$ cat src/rtl/range_tracker_if.sv
// Sample-stream and result bus for range_tracker. The master side drives the
// samples and framing; the slave side (the tracker) returns the statistics.
`timescale 1ns/1ps
interface range_tracker_if #(
    parameter int unsigned WIDTH     = 8,
    parameter int unsigned CNT_WIDTH = 8
);
    logic [WIDTH-1:0]     data_in;
    logic                 go;
    logic                 finish;
    logic [1:0]           mode;
    logic [WIDTH-1:0]     result;
    logic [CNT_WIDTH-1:0] count;
    logic                 valid;
    logic                 busy;
    logic                 error;

    modport master (
        output data_in, go, finish, mode,
        input  result, count, valid, busy, error
    );

    modport slave (
        input  data_in, go, finish, mode,
        output result, count, valid, busy, error
    );
endinterface

$ cat src/rtl/range_tracker.sv
// Tracks min/max over a go..finish sample burst and reports range, min, max
// or midpoint plus the saturating sample count one cycle after finish.
`timescale 1ns/1ps
module range_tracker #(
    parameter int unsigned WIDTH     = 8,
    parameter int unsigned CNT_WIDTH = 8,
    parameter bit          SIGNED    = 1'b0
) (
    input logic             clock,
    input logic             reset_n,
    range_tracker_if.slave  bus
);
    typedef enum logic [0:0] {StIdle, StRun} state_e;

    state_e               state_q, state_d;
    logic [WIDTH-1:0]     min_q, min_d, max_q, max_d;
    logic [CNT_WIDTH-1:0] cnt_q, cnt_d;
    logic [WIDTH-1:0]     result_q, result_d;
    logic [CNT_WIDTH-1:0] count_q, count_d;
    logic                 valid_q, valid_d;
    logic                 error_q, error_d;

    logic                 start, sample, complete, proto_err;
    logic [WIDTH-1:0]     new_min, new_max, range_val, mid_val;
    logic [WIDTH:0]       mid_sum;
    logic [CNT_WIDTH-1:0] cnt_inc;

    function automatic logic less_than(input logic [WIDTH-1:0] a, input logic [WIDTH-1:0] b);
        if (SIGNED) begin
            return $signed(a) < $signed(b);
        end
        return a < b;
    endfunction

    // State register
    always_ff @(posedge clock or negedge reset_n) begin
        if (!reset_n) begin
            state_q <= StIdle;
        end else begin
            state_q <= state_d;
        end
    end

    // Next-state logic
    always_comb begin
        state_d = state_q;
        unique case (state_q)
            StIdle:  if (bus.go && !bus.finish) state_d = StRun;
            StRun:   if (bus.finish) state_d = StIdle;
            default: state_d = StIdle;
        endcase
    end

    // FSM outputs and control strobes
    always_comb begin
        bus.busy  = (state_q == StRun);
        start     = (state_q == StIdle) && bus.go && !bus.finish;
        sample    = (state_q == StRun);
        complete  = (state_q == StRun) && bus.finish;
        proto_err = ((state_q == StRun) && bus.go) || ((state_q == StIdle) && bus.finish);
    end

    // Statistics including the current cycle's sample
    always_comb begin
        new_min   = less_than(bus.data_in, min_q) ? bus.data_in : min_q;
        new_max   = less_than(max_q, bus.data_in) ? bus.data_in : max_q;
        cnt_inc   = (cnt_q == {CNT_WIDTH{1'b1}}) ? cnt_q : cnt_q + CNT_WIDTH'(1);
        range_val = new_max - new_min;
        // One extra bit keeps the sum exact; dropping bit 0 floors the average.
        mid_sum   = {SIGNED & new_min[WIDTH-1], new_min} + {SIGNED & new_max[WIDTH-1], new_max};
        mid_val   = mid_sum[WIDTH:1];
    end

    always_comb begin
        min_d    = min_q;
        max_d    = max_q;
        cnt_d    = cnt_q;
        result_d = result_q;
        count_d  = count_q;
        valid_d  = complete;
        error_d  = error_q;

        if (start) begin
            min_d   = bus.data_in;
            max_d   = bus.data_in;
            cnt_d   = CNT_WIDTH'(1);
            error_d = 1'b0;
        end else if (proto_err) begin
            error_d = 1'b1;
        end

        if (sample) begin
            min_d = new_min;
            max_d = new_max;
            cnt_d = cnt_inc;
        end

        if (complete) begin
            count_d = cnt_inc;
            unique case (bus.mode)
                2'd0:    result_d = range_val;
                2'd1:    result_d = new_min;
                2'd2:    result_d = new_max;
                default: result_d = mid_val;
            endcase
        end
    end

    always_ff @(posedge clock or negedge reset_n) begin
        if (!reset_n) begin
            min_q    <= '0;
            max_q    <= '0;
            cnt_q    <= '0;
            result_q <= '0;
            count_q  <= '0;
            valid_q  <= 1'b0;
            error_q  <= 1'b0;
        end else begin
            min_q    <= min_d;
            max_q    <= max_d;
            cnt_q    <= cnt_d;
            result_q <= result_d;
            count_q  <= count_d;
            valid_q  <= valid_d;
            error_q  <= error_d;
        end
    end

    assign bus.result = result_q;
    assign bus.count  = count_q;
    assign bus.valid  = valid_q;
    assign bus.error  = error_q;
endmodule

$ cat src/flat_wrapper.sv
// flat-port wrapper written by rule: the top's interface ports become plain ports
module range_tracker_flat 
#(
    parameter int unsigned WIDTH     = 8,
    parameter int unsigned CNT_WIDTH = 8,
    parameter bit          SIGNED    = 1'b0
)
  (clock, reset_n, bus_data_in, bus_go, bus_finish, bus_mode, bus_result, bus_count, bus_valid, bus_busy, bus_error);
  range_tracker_if #(.WIDTH(WIDTH), .CNT_WIDTH(CNT_WIDTH)) bus_i ();
  input logic clock;
  input logic reset_n;
  input wire logic [$bits(bus_i.data_in)-1:0] bus_data_in;
  input wire logic [$bits(bus_i.go)-1:0] bus_go;
  input wire logic [$bits(bus_i.finish)-1:0] bus_finish;
  input wire logic [$bits(bus_i.mode)-1:0] bus_mode;
  output wire logic [$bits(bus_i.result)-1:0] bus_result;
  output wire logic [$bits(bus_i.count)-1:0] bus_count;
  output wire logic [$bits(bus_i.valid)-1:0] bus_valid;
  output wire logic [$bits(bus_i.busy)-1:0] bus_busy;
  output wire logic [$bits(bus_i.error)-1:0] bus_error;
  assign bus_i.data_in = bus_data_in;
  assign bus_i.go = bus_go;
  assign bus_i.finish = bus_finish;
  assign bus_i.mode = bus_mode;
  assign bus_result = bus_i.result;
  assign bus_count = bus_i.count;
  assign bus_valid = bus_i.valid;
  assign bus_busy = bus_i.busy;
  assign bus_error = bus_i.error;
  range_tracker #(.WIDTH(WIDTH), .CNT_WIDTH(CNT_WIDTH), .SIGNED(SIGNED)) u_core (.clock(clock), .reset_n(reset_n), .bus(bus_i));
endmodule
$ cat config.mk
export PLATFORM = sky130hd
export DESIGN_NAME = range_tracker_flat
export DESIGN_NICKNAME = d
export VERILOG_FILES = /design/src/rtl/range_tracker_if.sv /design/src/rtl/range_tracker.sv /design/src/flat_wrapper.sv
export SDC_FILE = /design/constraint.sdc
export NUM_CORES = 1
export LEC_CHECK = 0
export BUFFER_PORTS_ARGS = -buffer_cell sky130_fd_sc_hd__buf_2
export CORE_MARGIN = 2
export CORE_UTILIZATION = 54
export DETAILED_ROUTE_END_ITERATION = 6
export HOLD_SLACK_MARGIN = 0.05
export PLACE_DENSITY_LB_ADDON = 0.1
export SLEW_MARGIN = 20
export SYNTH_ARGS = -nofsm -noshare
export SYNTH_HDL_FRONTEND = slang
export SYNTH_SLANG_ARGS = --single-unit
$ cat constraint.sdc
create_clock -name clock -period 4.05 [get_ports clock]
set_clock_uncertainty 0.05 [all_clocks]
set_input_delay 0.405 -clock clock [delete_from_list [all_inputs] [get_ports clock]]
set_output_delay 0.405 -clock clock [all_outputs]
set_load 0.01 [all_outputs]
# Word level (Yosys, flattened, before mapping)
# Cells that the tools add are included.
[classes]
add_sub_neg = 3
order_cmp = 2
eq_ne = 3
muxes = 14
bitwise_logic = 1
reduce_logical = 11
[op_table]
columns = ["op", "n"]
rows = [
  ["8-bit 2-to-1 mux", 8],
  ["8-bit one-hot mux with 3 select lines", 1],
  ["8-bit less-than comparator", 2],
  ["8-bit by 8-bit adder with 9-bit output", 1],
  ["8-bit by 1-bit adder with 8-bit output (second input constant)", 1],
  ["8-bit == test (second input constant)", 1],
  ["8-bit subtractor", 1],
  ["1-bit logical AND", 6],
  ["1-bit 2-to-1 mux", 4],
  ["2-bit nonzero test", 2],
  ["2-bit by 1-bit == test with 1-bit output (second input constant)", 1],
  ["2-bit == test (second input constant)", 1],
  ["2-bit zero test", 1],
  ["1-bit one-hot mux with 2 select lines", 1],
  ["1-bit zero test", 1],
  ["1-bit logical OR", 1],
  ["1-bit NOT", 1],
]
[word_totals]
reg_bits = 43
input_bits = 14
out_inout_bits = 19
wordCells = 42

# Logic depth before layout (Yosys ltp)
# Gate-level depths: netlist of run 1.
[logic_depth]
ltp_word = 5
ltp_mapped = 18
mapped_depth_nobuf = 17

# Least setup slack after synthesis of run 1
# OpenSTA, ideal clock, no wires.
[synth_path]
kind = "input port to flip-flop"
start = "in bus_data_in[5]"
end = "reg u_core.result_q[7] (netlist: u_core.bus.result[7])"
setup_ps = 124
t_arrival_ps = 3778
required_ps = 3876
path_slack_ps = 98
stages = 14
n_path_buf = 0
cell_sequence = "inv_1 -> ha_1 -> and4_1 -> a211o_1 -> o21ai_0 -> a21boi_0 -> inv_1 -> ha_1 -> or2_2 -> a221oi_1 -> o21ai_0 -> a211oi_1 -> o21ba_2 -> o31a_1"
[synth_via]
elab_chain_len = 4
word_cells_on_any_way = 7
classes_between = "add/sub: 2; order compare: 2; mux: 3"
[synth_rtl]
columns = ["element", "line", "rtl"]
rows = [
  ["start: declaration", "flat_wrapper.sv:12", "input wire logic [$bits(bus_i.data_in)-1:0] bus_data_in;"],
  ["8-bit less-than comparator", "range_tracker.sv:32", "return a < b;"],
  ["8-bit 2-to-1 mux (on tied branches)", "range_tracker.sv:65, range_tracker.sv:66", ""],
  ["8-bit by 8-bit adder with 9-bit output or 8-bit subtractor (tied branches)", "range_tracker.sv:70, range_tracker.sv:68", ""],
  ["8-bit one-hot mux with 3 select lines (*)", "range_tracker.sv:100", "unique case (bus.mode)"],
  ["end signal: assignment", "range_tracker.sv:122", "result_q <= result_d;"],
  ["end: declaration", "range_tracker.sv:18", "logic [WIDTH-1:0] result_q, result_d;"],
]
# Mark *: on every way between the ends. The rest lies on a longest branch, timed or not.
# A chain may end at the register's enable or synchronous reset.

# Worst setup path after layout of run 1
[layout_path]
start = "reg u_core.max_q[6]"
end = "reg u_core.result_q[4] (netlist: u_core.bus.result[4])"
[layout_via]
elab_chain_len = 4
word_cells_on_any_way = 5
classes_between = "add/sub: 2; order compare: 1; mux: 2"
[layout_rtl]
columns = ["element", "line", "rtl"]
rows = [
  ["start: declaration", "range_tracker.sv:16", "logic [WIDTH-1:0] min_q, min_d, max_q, max_d;"],
  ["start signal: assignment", "range_tracker.sv:120", "max_q <= max_d;"],
  ["8-bit less-than comparator (*)", "range_tracker.sv:32", ""],
  ["8-bit 2-to-1 mux (*)", "range_tracker.sv:66", "new_max = less_than(max_q, bus.data_in) ? bus.data_in : max_q;"],
  ["8-bit by 8-bit adder with 9-bit output or 8-bit subtractor (tied branches)", "range_tracker.sv:70, range_tracker.sv:68", ""],
  ["8-bit one-hot mux with 3 select lines (*)", "range_tracker.sv:100", ""],
]
# Marks and branches as above.

==> results.ini, run 1 <==
[timing]
rsz0062_at_grt = yes
whs_ns = 0.0221
relSlewSlack = 0.602
setup_tns_ns = 0
hold_violations = 0
fin_crit_ns = 3.76
tightestPinTransition_ns = 0.597
worst_slack_ns = 0.289
max_freq_mhz = 266
report.final.slew_viol_count = 0
min_period_over_period = 0.929
finalSetupViolCount = 0

[power_and_ir_drop]
peakVddDrop_mv = 0.348
p_leak_uw = 0.00190
power_density_nw_per_um2 = 688

[cells_and_area]
num-fill-cells = 566
fin_area_um2 = 3930
area_growth_pct = 14.4
nNetsFinal = 495
utilization = 0.630
diodes = 0
drive_gt1_frac = 0.198

[routing]
first_iter_violations = 184
ant_nets = 0
firstDrtPassIters = 5
vias_per_cell = 5.82
wl_um = 8380
wl_per_cell_um = 15.9
drc_errors = 0
via_count = 3061

[logic_synthesis]
synthAdderAreaFrac = 0.124
syn_inst = 397
synth-simple-area-share = 0.167
postSynth.asyncResetShare = 1.00
synth_top_family_by_area = compound AO/OA/AOI/OAI gates
syn_nets = 444
synth_compound_area_frac = 0.239
synthFlopType = dfrtp_1
avgSynthCellArea_um2 = 8.66
synth-seq-cells = 43
syn_area_um2 = 3440
muxShareOfSynthArea = 0.0800
synth_edf_count = 0
synth_xor_area_frac = 0.0178
yosysWarnings = 0
synthDistinctLibCells = 63
seq_area_frac_synth = 0.313

[cts]
cts.sinks = 43
cts_tree = done
cts.clk_slew.worst_paths_ns = 0.09
root_buffer = clkbuf_8
clk_latency_ns = 0.30
clk_path_buf_depth = 2
cts_buffers = 5
h-tree-depth = 2

[grt]
gr-total-overflow = 0
grt_pass1_vias = 2967
grt_pass1_wl_um = 14600
grt_max_degree = 44
grtUsageTotal = 0.257
antenna_found_initial = 0

[worst_setup_path]
cp-start-kind = flip-flop
path_max_fanout = 7
cp_data_required_time_ns = 4.22
crit_type = flip-flop to flip-flop
critPathCaptureType = flip-flop
cp.arrival_ns = 3.93

[placed_design]
io_buffers = 32
hpwl_um = 6520
gp_congestion = 0.910
pre_cts_ws_ns = 0.0223
placed_area_um2 = 3820

[job]
cap_violations = 0

[floorplanning]
initial_core_util = 0.551
core_um2 = 6240
die_x_um = 83.8
num_rows = 29
dieHeight_um = 83.8
fp.dieArea_um2 = 7020
num_io_pins = 33

[status]
status = completed

[min_path]
min_path_type = input pin to asynchronous set/reset pin

==> what timing repair did <==
action / in CTS / in global routing
hold buffers: 0 / 0
setup buffers: 0 / 2
resized for setup: 0 / 4
setup endpoints to repair: 0 / 4
==> power by group <==
group          internal (uW)  total, uW  switching [uW]
Clock                    121        283             162
Sequential               548        629            80.9
Combinational            818       1790             977
==> logic make-up (layout without fill, tap and decap cells) <==
logic type | Yosys count | in the layout
simple gates | 116 | 116
xor+xnor | 7 | 7
fa+ha+maj | 33 | 33
flops | 43 | 43
buf+inv | 53 | 105
mux | 26 | 26
compound gates | 119 | 119
==> flip-flops by register name (all words and copies together) (netlist names) <==
name               flops
u_core.cnt_q           8
u_core.bus.count       8
u_core.bus.valid       1
u_core.max_q           8
u_core.bus.result      8
u_core.bus.busy        1
u_core.bus.error       1
u_core.min_q           8
==> through the flow <==
stage / power [uW] / std cells
after floorplan: 1830 / 397
after global placement: 2340 / 516
after detailed placement: 2370 / 516
after CTS: 2660 / 524
after global routing: 2960 / 526
final: 2710 / 526
==> synthesized netlist by cell type (6+ instances only) <==
master,instances,area [um^2]
mux2i_1,14,140
and3_1,9,56.3
mux2_2,12,135
nand3_1,11,55.1
ha_1,31,388
nor3_1,11,55.1
a21oi_1,32,160
nor2_1,21,78.8
o21ai_0,32,160
nand2b_1,6,37.5
inv_1,40,150
nand2_1,38,143
clkbuf_1,9,33.8
dfrtp_1,43,1080
==> layout by cell type (no fill, tap or decap), types with 12 or more instances in the layout <==
cell type  count
nand2_1       38
mux2_2        12
dfrtp_1       43
nor2_1        21
o21ai_0       31
a21oi_1       32
mux2i_1       14
ha_1          30
inv_1         40
buf_2         31
buf_4         26
==> critical path, stage by stage, from the launching register on <==
cell      delay (ns)
dfrtp_1         0.43
ha_1            0.32
a21oi_1         0.14
a21boi_0        0.12
a211o_1         0.34
nor2_4          0.24
mux2_2          0.41
ha_4            0.27
nand2b_2        0.21
a2111o_1        0.42
a32o_1          0.22
a211oi_1        0.20
a311oi_1        0.08
o31ai_1         0.24
==> layer usage <==
metal  track usage  vias to the layer above  part of all wire
li1              -                     1533                 -
met1         0.386                     1432              0.50
met4        0.0748                        0            0.0075
met3        0.0396                        6             0.058
met5             0                        -                 0
met2         0.383                       90              0.44
==> path summary, 6_finish.rpt <==
kind / startpoint / end / slack [ns] / cells past startpoint
max: u_core.max_q[6]$_DFFE_PN0P_ / u_core.bus.result[4]$_DFFE_PN0P_ / 0.29 / 13
min: reset_n / u_core.min_q[6]$_DFFE_PN0P_ / 0.02 / 1
max reg2reg: u_core.max_q[6]$_DFFE_PN0P_ / u_core.bus.result[4]$_DFFE_PN0P_ / 0.29 / 13
min reg2reg: u_core.bus.count[5]$_DFFE_PN0P_ / u_core.bus.count[5]$_DFFE_PN0P_ / 0.43 / 2
max in group asynchronous: reset_n / u_core.bus.result[2]$_DFFE_PN0P_ / 3.53 / 1
min in group clock: bus_finish / u_core.bus.busy$_DFF_PN0_ / 0.23 / 2
==> cell type report <==
class / instances / area (um^2) / share of cell area
multi-input cells: 301 / 2180 / 0.553
clock buffers: 6 / 72.6 / 0.0184
well taps: 77 / 96.3 / 0.0245
repair buffers: 57 / 350 / 0.0891
clock inverters: 2 / 12.5 / 0.00318
inverters: 40 / 150 / 0.0382
flip-flops and latches: 43 / 1080 / 0.274
Power figures use the tool's default switching activity.
==> inputs of run 2 (changes only) <==
--- a/config.mk
+++ b/config.mk
@@ -10,7 +10,7 @@
 export CORE_UTILIZATION = 54
 export DETAILED_ROUTE_END_ITERATION = 6
 export HOLD_SLACK_MARGIN = 0.05
-export PLACE_DENSITY_LB_ADDON = 0.1
+export PLACE_DENSITY = 0.79
 export SLEW_MARGIN = 20
 export SYNTH_ARGS = -nofsm -noshare
 export SYNTH_HDL_FRONTEND = slang
==> results.ini, run 2 (synthesis gave the netlist of run 1 again) <==
[status]
status = completed

[routing]
drc_errors = 0  ; unchanged
wl_per_cell_um = 17.2  ; +7.8%
ant_nets = 0  ; unchanged
firstDrtPassIters = 5  ; unchanged
first_iter_violations = 280  ; +52%
wl_um = 9110  ; +8.7%
via_count = 3249  ; +6.1%
vias_per_cell = 6.13  ; +5.3%

[timing]
hold_violations = 0  ; unchanged
min_period_over_period = 0.953  ; +0.0241
whs_ns = 0.190  ; +0.168 ns
tightestPinTransition_ns = 0.958  ; +0.361 ns
rsz0062_at_grt = no
worst_slack_ns = 0.191  ; -0.0975 ns
setup_tns_ns = 0  ; unchanged
report.final.slew_viol_count = 0  ; unchanged
finalSetupViolCount = 0  ; unchanged
fin_crit_ns = 3.86  ; +0.0975 ns
relSlewSlack = 0.361  ; -0.240
max_freq_mhz = 259  ; -2.5%

[floorplanning]
fp.dieArea_um2 = 7020  ; unchanged
dieHeight_um = 83.8  ; unchanged
num_io_pins = 33  ; unchanged
num_rows = 29  ; unchanged
initial_core_util = 0.551  ; unchanged
core_um2 = 6240  ; unchanged
die_x_um = 83.8  ; unchanged

[worst_setup_path]
cp_cell_sequence = inv_1 -> ha_1 -> nand4_1 -> o31ai_4 -> buf_4 -> mux2i_2 -> inv_1 -> ha_1 -> inv_1 -> a221oi_1 -> buf_4 -> buf_4 -> o2111a_1 -> a211oi_1 -> o21ba_2 -> o31a_1
reg2reg_to = u_core.bus.result[7]$_DFFE_PN0P_
reg2reg_slack_ns = 0.19  ; -0.10 ns
max_stage_delay_ns = 0.41  ; -0.02 ns
worstReg2RegStart = u_core.min_q[5]$_DFFE_PN0P_
path_max_fanout = 7  ; unchanged
critical_path.slowest_cell = mux2i_2
crit_type = flip-flop to flip-flop
worst-r2r-cell-count = 16  ; +3
cp_data_required_time_ns = 4.20  ; -0.02 ns
critPathCaptureType = flip-flop
cp.arrival_ns = 4.01  ; +0.08 ns
cp-start-kind = flip-flop

[cells_and_area]
area_growth_pct = 16.5
instances_no_fill = 530  ; +0.76%
num-fill-cells = 521  ; -8.0%
diodes = 0  ; unchanged
nNetsFinal = 499  ; +0.81%
fin_area_um2 = 4010  ; +1.8%
drive_gt1_frac = 0.216  ; +0.0181
mostFrequentLayoutCells = dfrtp_1 (43), inv_1 (40), nand2_1 (38)
layout_commonest_cell = dfrtp_1

[job]
cap_violations = 0  ; unchanged

[placed_design]
io_buffers = 32  ; unchanged
dp.cells = 522  ; +1.2%
gp_congestion = 0.990  ; +8.7%
hpwl_um = 6950  ; +6.5%
placed_area_um2 = 3860  ; +1.2%
pre_cts_ws_ns = -0.101  ; -0.123 ns

[grt]
antenna_found_initial = 0  ; unchanged
grt_pass1_vias = 3117  ; +5.1%
grt_pass1_wl_um = 15200  ; +4.4%
gr-total-overflow = 0  ; unchanged
grt_max_degree = 44  ; unchanged
grtUsageTotal = 0.268  ; +0.0116

[power_and_ir_drop]
peakVddDrop_mv = 0.437  ; +26%
power_density_nw_per_um2 = 712  ; +3.4%
p_leak_uw = 0.00193  ; +2.0%

[cts]
cts_buffers = 5  ; unchanged
clk_latency_ns = 0.31  ; about the same
cts.clk_slew.worst_paths_ns = 0.09  ; about the same
cts_tree = done
clk_path_buf_depth = 2  ; unchanged
root_buffer = clkbuf_8
h-tree-depth = 2  ; unchanged
cts.sinks = 43  ; unchanged

[min_path]
min_path_type = input pin to asynchronous set/reset pin

## run 2: through the flow
step	power, uW	utilization
CTS	2770	0.637
floorplan	1830	-
global placement	2350	0.619
detailed placement	2420	0.619
finish	2850	0.642
global route	3080	0.642
## run 2: worst max path at each step
stage                                startpoint                          endpoint  depth (start not counted)
global placement                 bus_data_in[7]  u_core.bus.result[4]$_DFFE_PN0P_                         14
global route        u_core.max_q[6]$_DFFE_PN0P_  u_core.bus.result[4]$_DFFE_PN0P_                         14
CTS                 u_core.min_q[5]$_DFFE_PN0P_  u_core.bus.result[4]$_DFFE_PN0P_                         13
floorplan                        bus_data_in[5]  u_core.bus.result[7]$_DFFE_PN0P_                         14
detailed placement               bus_data_in[6]  u_core.bus.result[4]$_DFFE_PN0P_                         14
finish              u_core.min_q[5]$_DFFE_PN0P_  u_core.bus.result[7]$_DFFE_PN0P_                         16
## run 2: area by class of cell
type,count,area (um^2),area share
inverters,40,150,0.0375
clock inverters,3,43.8,0.0109
repair buffers,61,378,0.0943
clock buffers,5,68.8,0.0172
flip-flops and latches,43,1080,0.269
well taps,77,96.3,0.0240
multi-input cells,301,2190,0.547
## run 2: repair_timing
action | 4_1_cts | 5_1_grt
hold buffers | 0 | 0
buffers inserted | 0 | 0
gates resized for setup | 0 | 9
endpoints found under the setup margin | 0 | 4
## run 2: power breakdown
part	total, uW	internal [uW]	switching (uW)
Sequential	630	548	81.2
Clock	347	184	163
Combinational	1880	837	1040
Total	2850	1570	1280
## run 2: worst max-delay path, delay by kind of cell, from the launching register on
family / cells / cell delay [ns]
flip-flops: 1 / 0.33
adder cells (fa/ha/maj): 2 / 0.53
AND/OR/NAND/NOR: 1 / 0.22
AO/OA/AOI/OAI: 6 / 1.37
multiplexers: 1 / 0.41
buffers and inverters: 6 / 0.83
## run 2: routing by layer
layer	vias to the layer above	wire, um	track usage
li1	1539	-	-
met1	1566	4100	0.371
met2	120	4250	0.425
met3	24	569	0.0554
met4	0	180	0.0836
met5	-	0	0
